<file path="config.mk">
export PLATFORM = sky130hd
export DESIGN_NAME = seg_scan_controller_flat
export DESIGN_NICKNAME = d
export VERILOG_FILES = /design/src/rtl/seg_scan_controller_pkg.sv /design/src/rtl/seg_scan_controller_if.sv /design/src/rtl/seg_scan_controller_encoder.sv /design/src/rtl/seg_scan_controller.sv /design/src/flat_wrapper.sv
export SDC_FILE = /design/constraint.sdc
export NUM_CORES = 1
export LEC_CHECK = 0
export ABC_CLOCK_PERIOD_IN_PS = 4500
export CAP_MARGIN = 5
export CELL_PAD_IN_SITES_DETAIL_PLACEMENT = 1
export CELL_PAD_IN_SITES_GLOBAL_PLACEMENT = 2
export CORE_AREA = 2 2 78 118
export DETAILED_ROUTE_END_ITERATION = 16
export DIE_AREA = 0 0 80 120
export DONT_BUFFER_PORTS = 1
export PLACE_DENSITY_LB_ADDON = 0.1
export SYNTH_ARGS = -nofsm -noshare
export SYNTH_HDL_FRONTEND = slang
export SYNTH_SLANG_ARGS = --single-unit
</file>
<file path="constraint.sdc">
create_clock -name clk -period 4.5 [get_ports clk]
set_input_delay 1.125 -clock clk [delete_from_list [all_inputs] [get_ports clk]]
set_output_delay 1.125 -clock clk [all_outputs]
set_load 0.1 [all_outputs]
</file>
<file path="src/rtl/seg_scan_controller_pkg.sv">
// Shared definitions for the seven-segment scan controller: segment constants,
// scan phase type, digit one-hot helper and parameter legality check.
package seg_scan_controller_pkg;

  localparam int MAX_DIGITS = 16;

  localparam logic [6:0] SEG_OFF = 7'b0000000;

  typedef enum logic {
    SCAN_GAP = 1'b0,
    SCAN_LIT = 1'b1
  } scan_phase_e;

  // Callers truncate to their own digit count.
  function automatic logic [MAX_DIGITS-1:0] onehot(input int unsigned i);
    logic [MAX_DIGITS-1:0] v;
    v = {MAX_DIGITS{1'b0}};
    if (i < MAX_DIGITS) begin
      v[i] = 1'b1;
    end else begin
      v = {MAX_DIGITS{1'b0}};
    end
    return v;
  endfunction

  function automatic bit params_ok(input int digits, input int dwell, input int blank);
    return (digits >= 2) && (digits <= MAX_DIGITS) && (dwell >= 4) &&
           (blank >= 1) && (blank < dwell);
  endfunction

endpackage

</file>
<file path="src/rtl/seg_scan_controller_if.sv">
// Load-side valid/ready bus carrying a packed BCD word into the scan controller.
interface seg_scan_controller_if #(
  parameter int DIGITS = 4
) ();

  logic [4*DIGITS-1:0] in_value;
  logic                in_valid;
  logic                in_ready;

  modport master (
    output in_value,
    output in_valid,
    input  in_ready
  );

  modport slave (
    input  in_value,
    input  in_valid,
    output in_ready
  );

endinterface

</file>
<file path="src/rtl/seg_scan_controller_encoder.sv">
// BCD to seven-segment decoder (bit 0 = segment a); codes 10-15 light nothing.
module seg_scan_controller_encoder (
  input  logic [3:0] bcd,
  output logic [6:0] seg
);

  // Segment pattern lookup.
  always_comb begin
    case (bcd)
      4'd0:    seg = 7'b0111111;
      4'd1:    seg = 7'b0000110;
      4'd2:    seg = 7'b1011011;
      4'd3:    seg = 7'b1001111;
      4'd4:    seg = 7'b1100110;
      4'd5:    seg = 7'b1101101;
      4'd6:    seg = 7'b1111101;
      4'd7:    seg = 7'b0000111;
      4'd8:    seg = 7'b1111111;
      4'd9:    seg = 7'b1101111;
      default: seg = 7'b0000000;
    endcase
  end

endmodule

</file>
<file path="src/rtl/seg_scan_controller.sv">
// Multiplexed seven-segment scan controller: double-buffered BCD word, per-digit
// dwell with a leading blank gap, optional leading-zero blanking, registered pins.
module seg_scan_controller
  import seg_scan_controller_pkg::*;
#(
  parameter int DIGITS = 4,
  parameter int DWELL  = 1000,
  parameter int BLANK  = 8
) (
  input  logic                clk,
  input  logic                rst,
  seg_scan_controller_if.slave bus,
  input  logic                lz_blank,
  output logic [DIGITS-1:0]   digit_sel,
  output logic [6:0]          digital,
  output logic                frame_start
);

  localparam int IDX_W = $clog2(DIGITS);
  localparam int CNT_W = $clog2(DWELL);
  localparam logic [IDX_W-1:0] IDX_MAX = IDX_W'(DIGITS - 1);
  localparam logic [CNT_W-1:0] CNT_MAX = CNT_W'(DWELL - 1);
  localparam logic [CNT_W-1:0] CNT_LIT = CNT_W'(BLANK);

  if (!params_ok(DIGITS, DWELL, BLANK)) begin : g_bad_params
    $error("seg_scan_controller: illegal DIGITS/DWELL/BLANK combination");
  end

  logic [IDX_W-1:0]    idx_r;
  logic [CNT_W-1:0]    cnt_r;
  logic [4*DIGITS-1:0] active_r;
  logic [4*DIGITS-1:0] shadow_r;
  logic                pending_r;
  logic [DIGITS-1:0]   digit_sel_r;
  logic [6:0]          digital_r;
  logic                frame_start_r;

  logic                wrap_s;
  logic [3:0]          nibble_s;
  logic [6:0]          seg_s;
  logic [DIGITS-1:0]   upper_nz_s;
  logic                blanked_s;
  scan_phase_e         phase_s;
  logic [DIGITS-1:0]   sel_next_s;
  logic [6:0]          seg_next_s;
  logic                fs_next_s;

  assign wrap_s        = (cnt_r == CNT_MAX) && (idx_r == IDX_MAX);
  assign bus.in_ready  = ~pending_r;
  assign digit_sel     = digit_sel_r;
  assign digital       = digital_r;
  assign frame_start   = frame_start_r;

  // Dwell counter and digit index.
  always_ff @(posedge clk) begin
    if (rst) begin
      cnt_r <= {CNT_W{1'b0}};
      idx_r <= {IDX_W{1'b0}};
    end else if (cnt_r == CNT_MAX) begin
      cnt_r <= {CNT_W{1'b0}};
      idx_r <= (idx_r == IDX_MAX) ? {IDX_W{1'b0}} : idx_r + IDX_W'(1);
    end else begin
      cnt_r <= cnt_r + CNT_W'(1);
      idx_r <= idx_r;
    end
  end

  // Shadow load on handshake; commit to the displayed word only at frame wrap.
  always_ff @(posedge clk) begin
    if (rst) begin
      shadow_r  <= {(4*DIGITS){1'b0}};
      active_r  <= {(4*DIGITS){1'b0}};
      pending_r <= 1'b0;
    end else if (pending_r && wrap_s) begin
      active_r  <= shadow_r;
      pending_r <= 1'b0;
    end else if (!pending_r && bus.in_valid) begin
      shadow_r  <= bus.in_value;
      pending_r <= 1'b1;
    end else begin
      pending_r <= pending_r;
    end
  end

  // Nibble of the digit currently being scanned.
  always_comb begin
    nibble_s = active_r[4*int'(idx_r) +: 4];
  end

  seg_scan_controller_encoder u_encoder (
    .bcd (nibble_s),
    .seg (seg_s)
  );

  // upper_nz_s[i] is set when any nibble at index >= i is nonzero.
  always_comb begin : p_upper_nz
    logic nz_acc;
    nz_acc     = 1'b0;
    upper_nz_s = {DIGITS{1'b0}};
    for (int i = DIGITS - 1; i >= 0; i--) begin
      nz_acc        = nz_acc | (active_r[4*i +: 4] != 4'h0);
      upper_nz_s[i] = nz_acc;
    end
  end

  // Leading-zero blanking never applies to digit 0.
  always_comb begin
    if (lz_blank && (idx_r != {IDX_W{1'b0}})) begin
      blanked_s = ~upper_nz_s[idx_r];
    end else begin
      blanked_s = 1'b0;
    end
  end

  // Next values for the registered display pins.
  always_comb begin
    phase_s    = (cnt_r >= CNT_LIT) ? SCAN_LIT : SCAN_GAP;
    sel_next_s = {DIGITS{1'b0}};
    seg_next_s = SEG_OFF;
    fs_next_s  = (idx_r == {IDX_W{1'b0}}) && (cnt_r == {CNT_W{1'b0}});
    case (phase_s)
      SCAN_LIT: begin
        if (!blanked_s) begin
          sel_next_s = DIGITS'(onehot(int'(idx_r)));
          seg_next_s = seg_s;
        end else begin
          sel_next_s = {DIGITS{1'b0}};
          seg_next_s = SEG_OFF;
        end
      end
      default: begin
        sel_next_s = {DIGITS{1'b0}};
        seg_next_s = SEG_OFF;
      end
    endcase
  end

  // Output registers.
  always_ff @(posedge clk) begin
    if (rst) begin
      digit_sel_r   <= {DIGITS{1'b0}};
      digital_r     <= SEG_OFF;
      frame_start_r <= 1'b0;
    end else begin
      digit_sel_r   <= sel_next_s;
      digital_r     <= seg_next_s;
      frame_start_r <= fs_next_s;
    end
  end

endmodule
</file>
<file path="src/flat_wrapper.sv">
// flat-port wrapper written by rule: the top's interface ports become plain ports
module seg_scan_controller_flat import seg_scan_controller_pkg::*;
#(
  parameter int DIGITS = 4,
  parameter int DWELL  = 1000,
  parameter int BLANK  = 8
)
  (clk, rst, lz_blank, digit_sel, digital, frame_start, bus_in_value, bus_in_valid, bus_in_ready);
  seg_scan_controller_if #(.DIGITS(DIGITS)) bus_i ();
  input  logic clk;
  input  logic rst;
  input  logic lz_blank;
  output logic [DIGITS-1:0] digit_sel;
  output logic [6:0] digital;
  output logic frame_start;
  input wire logic [$bits(bus_i.in_value)-1:0] bus_in_value;
  input wire logic [$bits(bus_i.in_valid)-1:0] bus_in_valid;
  output wire logic [$bits(bus_i.in_ready)-1:0] bus_in_ready;
  assign bus_i.in_value = bus_in_value;
  assign bus_i.in_valid = bus_in_valid;
  assign bus_in_ready = bus_i.in_ready;
  seg_scan_controller #(.DIGITS(DIGITS), .DWELL(DWELL), .BLANK(BLANK)) u_core (.clk(clk), .rst(rst), .bus(bus_i), .lz_blank(lz_blank), .digit_sel(digit_sel), .digital(digital), .frame_start(frame_start));
endmodule
</file>
; ---- Yosys cells after proc, flatten, opt, wreduce, memory -nomap -nowiden
; Memories as Yosys holds them, arrays and structs flattened. A register that Yosys moved wholly into a read port is not among the register bits.
; Index checks and enable logic that the tools add are counted.
[word_totals]
ff_bits = 50
latch_bits = 0
ramBits = 0
rom_bits = 112
input_bits = 20
word_cells = 49
n_memories = 1
[mem_list]
columns = name, words, word_bits, read_ports, rd_clocked_by_memory_dff, write_ports, line_no
row1 = (name not given), 16, 7, 1, 1, 0, seg_scan_controller_encoder.sv:9  ; case (bcd)
[classes]
addsub = 2
multipliers = 0
div = 0
order_cmp = 4
n_eq_ne = 2
shift = 1
mux = 7
n_bitwise = 7
reduce_logical = 18
[ops]
columns = op, count
row1 = nonzero test 4 bit, 4
row2 = indexed part select 16 x 5 -> 4 bit, 1
row3 = "adder 10 x 1 -> 10 bit, second input constant", 1
row4 = "== test 10 bit, second input constant", 1
row5 = ">= comparator 10 x 4 -> 1 bit, second input constant", 1
row6 = zero test 10 bit, 1
row7 = logical AND 1 bit, 6
row8 = "less-than comparator 2 x 5 -> 1 bit, second input constant", 1
row9 = 2-to-1 mux 1 bit, 4
row10 = inverter 1 bit, 4
row11 = OR reduction 2 bit, 2
row12 = "less-than comparator 2 x 3 -> 1 bit, second input constant", 1
row13 = OR 1 bit, 3
row14 = OR reduction 3 bit, 1
row15 = "adder 2 x 1 -> 2 bit, second input constant", 1
row16 = binary-select mux 1 bit (select 2 bit), 1
row17 = demux 1 bit (select 2 bit), 1
row18 = "== test 2 bit, second input constant", 1
row19 = ">= comparator 2 x 1 -> 1 bit, second input constant", 1
row20 = zero test 2 bit, 1
row21 = 2-to-1 mux 2 bit, 1
row22 = AND reduction 2 bit, 1
row23 = nonzero test 2 bit, 1
row24 = zero test 1 bit, 1

; ---- Logic depth before layout (Yosys ltp)
[logic_depth]
word_depth = 9
mapped_depth = 8

; ---- By module
; From an unflattened synthesis, not the netlist that was laid out.
[hier_totals]
hier_cells = 296
hier_area_um2 = 2492.4
[by_module_without_submodules]
columns = mod, instances, cells_per_inst, area_each_um2
row1 = seg_scan_controller, 1, 268, 2273.4
row2 = seg_scan_controller_encoder, 1, 28, 219.0

; ---- Worst setup path before layout
; No wires, ideal clock.
[synth_timing]
path_kind = register to output
start = reg u_core.pending_r
end = out bus_in_ready
arrival_time_ns = 0.911
setup_slack_ns = 2.464
path_stages_with_launch = 2
path_buffers = 0
path_cell_list = dfxtp_1 inv_1
[synth_via]
elab_chain_len = 1
[synth_rtl]
columns = element, line_no
row1 = "start, declared", seg_scan_controller.sv:33  ; logic pending_r;
row2 = "start signal, assigned", seg_scan_controller.sv:81  ; pending_r <= pending_r;
row3 = inverter 1 bit, seg_scan_controller.sv:49  ; assign bus.in_ready = ~pending_r;
row4 = "end, declared", flat_wrapper.sv:18  ; output wire logic [$bits(bus_i.in_ready)-1:0] bus_in_ready;
; No other way between the ends.

; ---- Worst setup path in the final report
; Same ends and word-level chain as after synthesis.

==> flow_metrics.tcl <==
set metrics [dict create \
    status "finished, final reports clean" \
    yosys_warnings 0 \
    post_cts_resized 0 \
    crit_path_start_kind "flop" \
    tightest_slew_ps 1130 \
    root_buffer "clkbuf_16" \
    slowest_delay_ps 630 \
    cts_tree "built" \
    syn-num-nets 301 \
    busiest_layer "met2" \
    met3_usage 0.0429 \
    fin_crit_sh 0.537 \
    slew_violations 0 \
    max_freq_ghz 0.414 \
    die_h_um 120 \
    io_pins 33 \
    path_clk_slew_ps 50 \
    period_needed_ps 2420 \
    wl_per_cell_um 14.5 \
    gr-usage-met1 0.144 \
    r2r_setup_slack_ps 2190 \
    cp-endpoint "bus_in_ready" \
    first_iter_violations 54 \
    synth-seq-cells 57 \
    rr_startpoint "u_core.idx_r[0]$_SDFFE_PP0P_" \
    die_w_um 80 \
    critical_path_depth 1 \
    first_pass_iters 4 \
    cts.sinks 57 \
    reg2reg_to "u_core.digital[3]$_SDFF_PP0_" \
    layout-area-overhead-vs-synth_pct 14.2 \
    grtUsageTotal 0.133 \
    critPathBufInv 1 \
    route.detailed.drc 0 \
    synth_top_area_frac 0.452 \
    insertion_delay_ps 320 \
    final-hold-violation-count 0 \
    end_kind "output port" \
    cts_max_level 3 \
    finalClockSkew_ps 7.56 \
    worstSetupPathType "flop to output port" \
    die_area_um2 9600 \
    ant_nets 0 \
    yosysTopAreaCell "dfxtp_1" \
    fin_tns_setup_ps 0 \
    final_util 0.334 \
    cp_top_family "buffers and inverters" \
    cp.arrival_ps 1290 \
    cts_setup_buffers 0 \
    cp_max_fo 4 \
    cts_made_buffers 9 \
    grt_pass1_vias 1907 \
    synthCells 269 \
    synth_top_cells_by_area "dfxtp_1 (45%), mux2i_1 (8.7%), ha_1 (5.9%)" \
    p_per_area_nw_per_um2 425 \
    fin_nets 298 \
    ir_drop_v 0.000204 \
    syn_area_um2 2520 \
    yosysUniqueCellTypes 37 \
    diodes 0 \
    grt_antenna_before_repair 0 \
    dp_hpwl_um 4020 \
    design.core.area_um2 8620 \
    cts_hold_buf 0 \
    worstPathRequired_ps 3380 \
    grt_overflow 0 \
    grt_pass1_wl_um 9580 \
    setup.worst_path.start "u_core.pending_r$_SDFFE_PP0P_" \
    slowest_stage "inv_1" \
    max-clock-path-buffers 2 \
    routed_wl_um 5530 \
    post_synth.cell_area_avg_um2 9.38 \
    reg2regPathDepth 7 \
    drive_gt1_frac 0.0923 \
    seq_area_frac_synth 0.452 \
    cap_violations 0 \
    grt_start_max_net_pins 42 \
    leakagePower_nw 1.18 \
    gp_congestion 0.702 \
    worstPathCellList "inv_1" \
    final-setup-viol-count 0 \
    start_util 0.293 \
    rsz0062_at_grt "no" \
    vias 1772 \
    std_cell_rows 42 \
    via_per_inst 4.65 \
    hp-class "flop to flop" \
    grt_use_met2 0.223 \
    io_buffers 0 \
    slew_headroom 0.245 \
]
## Yosys cell counts (all sizes together)
| master | n |
|---|---|
| mux4 | 4 |
| a211oi | 1 |
| clkbuf | 10 |
| nand4 | 4 |
| nor2b | 2 |
| nand3b | 1 |
| nand3 | 3 |
| nor2 | 31 |
| nor4 | 5 |
| dfxtp | 57 |
| or2 | 1 |
| xor2 | 5 |
| mux2i | 22 |
| xnor2 | 4 |
| and2 | 2 |
| buf | 5 |
| nor3 | 11 |
| nand4bb | 1 |
| and4 | 1 |
| nand2b | 3 |
| and3 | 1 |
| mux2 | 1 |
| inv | 10 |
| a21oi | 24 |
| ha | 12 |
| a31oi | 1 |
| o21ai | 1 |
| nor3b | 5 |
| and3b | 1 |
| or3 | 1 |
| nand2 | 39 |
## layout by cell type, fill, tap and decap left out, types with 2 or more instances in the layout
cell type and count:
clkbuf_1 3, clkbuf_16 9, nor4_1 5, inv_1 10
dfxtp_1 57, and2_1 2, nor2_1 31, nor2b_1 2
mux2i_1 22, xor2_1 5, nor3_1 7, nand4_1 4
a21oi_1 24, ha_1 12, nand3_1 3, mux4_2 3
nand2b_1 3, xnor2_1 4, clkinv_2 2, nor3_2 4
nor3b_1 4, nand2_1 39
## cells by family (layout without fill, tap and decap cells)
kind of cell | Yosys count | after routing | share of synthesized area
AND/OR/NAND/NOR | 112 | 112 | 0.221
XOR/XNOR | 9 | 9 | 0.0312
adder cells (fa/ha/maj) | 12 | 12 | 0.0595
multiplexers | 27 | 27 | 0.129
AO/OA/AOI/OAI | 27 | 27 | 0.0625
buffers and inverters | 25 | 27 | 0.0451
flip-flops | 57 | 57 | 0.452
## report_power, final
group | internal, W | switching [W] | leakage, nW
clock | 0.000441 | 0.000218 | 0.144
sequential | 0.000518 | 0.0000170 | 0.463
combinational | 0.0000106 | 0.0000207 | 0.570
## per-stage QoR
stage	area [um^2]	cells	hold WS [ps]	power (W)	setup slack [ps]
2_1_floorplan	2520	269	436	0.000574	2460
3_3_place_gp	2590	365	439	0.000577	2090
3_5_place_dp	2590	365	449	0.000578	2080
4_1_cts	2880	381	455	0.00125	2050
5_1_grt	2880	381	478	0.00128	1970
6_report	2880	381	450	0.00123	2080
## final cells by class
type	instances	area, um^2
Tap cell	110	138
Multi-Input combinational cell	187	1270
Clock inverter	3	40.0
Fill cell	1006	5740
Timing Repair Buffer	1	7.51
Clock buffer	13	250
Sequential cell	57	1140
Inverter	10	37.5
## metal layers
layer / wire (um) / vias to the layer above
met1: 2270 / 833
li1: - / 903
met2: 2920 / 29
met3: 212 / 7
met5: 0 / -
met4: 127 / 0
## flip-flops by register name (all words and copies together), names as in the netlist
register            flops
u_core.active_r        16
u_core.frame_start      1
u_core.digital          7
u_core.shadow_r        16
u_core.idx_r            2
u_core.digit_sel        4
u_core.cnt_r           10
u_core.pending_r        1
## worst min path at each step
stage	start	to	depth (start not counted)
6_report	u_core.shadow_r[8]$_SDFFE_PP0P_	u_core.shadow_r[8]$_SDFFE_PP0P_	2
5_1_grt	u_core.shadow_r[12]$_SDFFE_PP0P_	u_core.shadow_r[12]$_SDFFE_PP0P_	2
4_1_cts	u_core.shadow_r[9]$_SDFFE_PP0P_	u_core.shadow_r[9]$_SDFFE_PP0P_	2
3_5_place_dp	u_core.shadow_r[9]$_SDFFE_PP0P_	u_core.shadow_r[9]$_SDFFE_PP0P_	2
3_3_place_gp	u_core.shadow_r[4]$_SDFFE_PP0P_	u_core.shadow_r[4]$_SDFFE_PP0P_	2
2_1_floorplan	u_core.shadow_r[0]$_SDFFE_PP0P_	u_core.shadow_r[0]$_SDFFE_PP0P_	2
(Power assumes the default switching activity.)
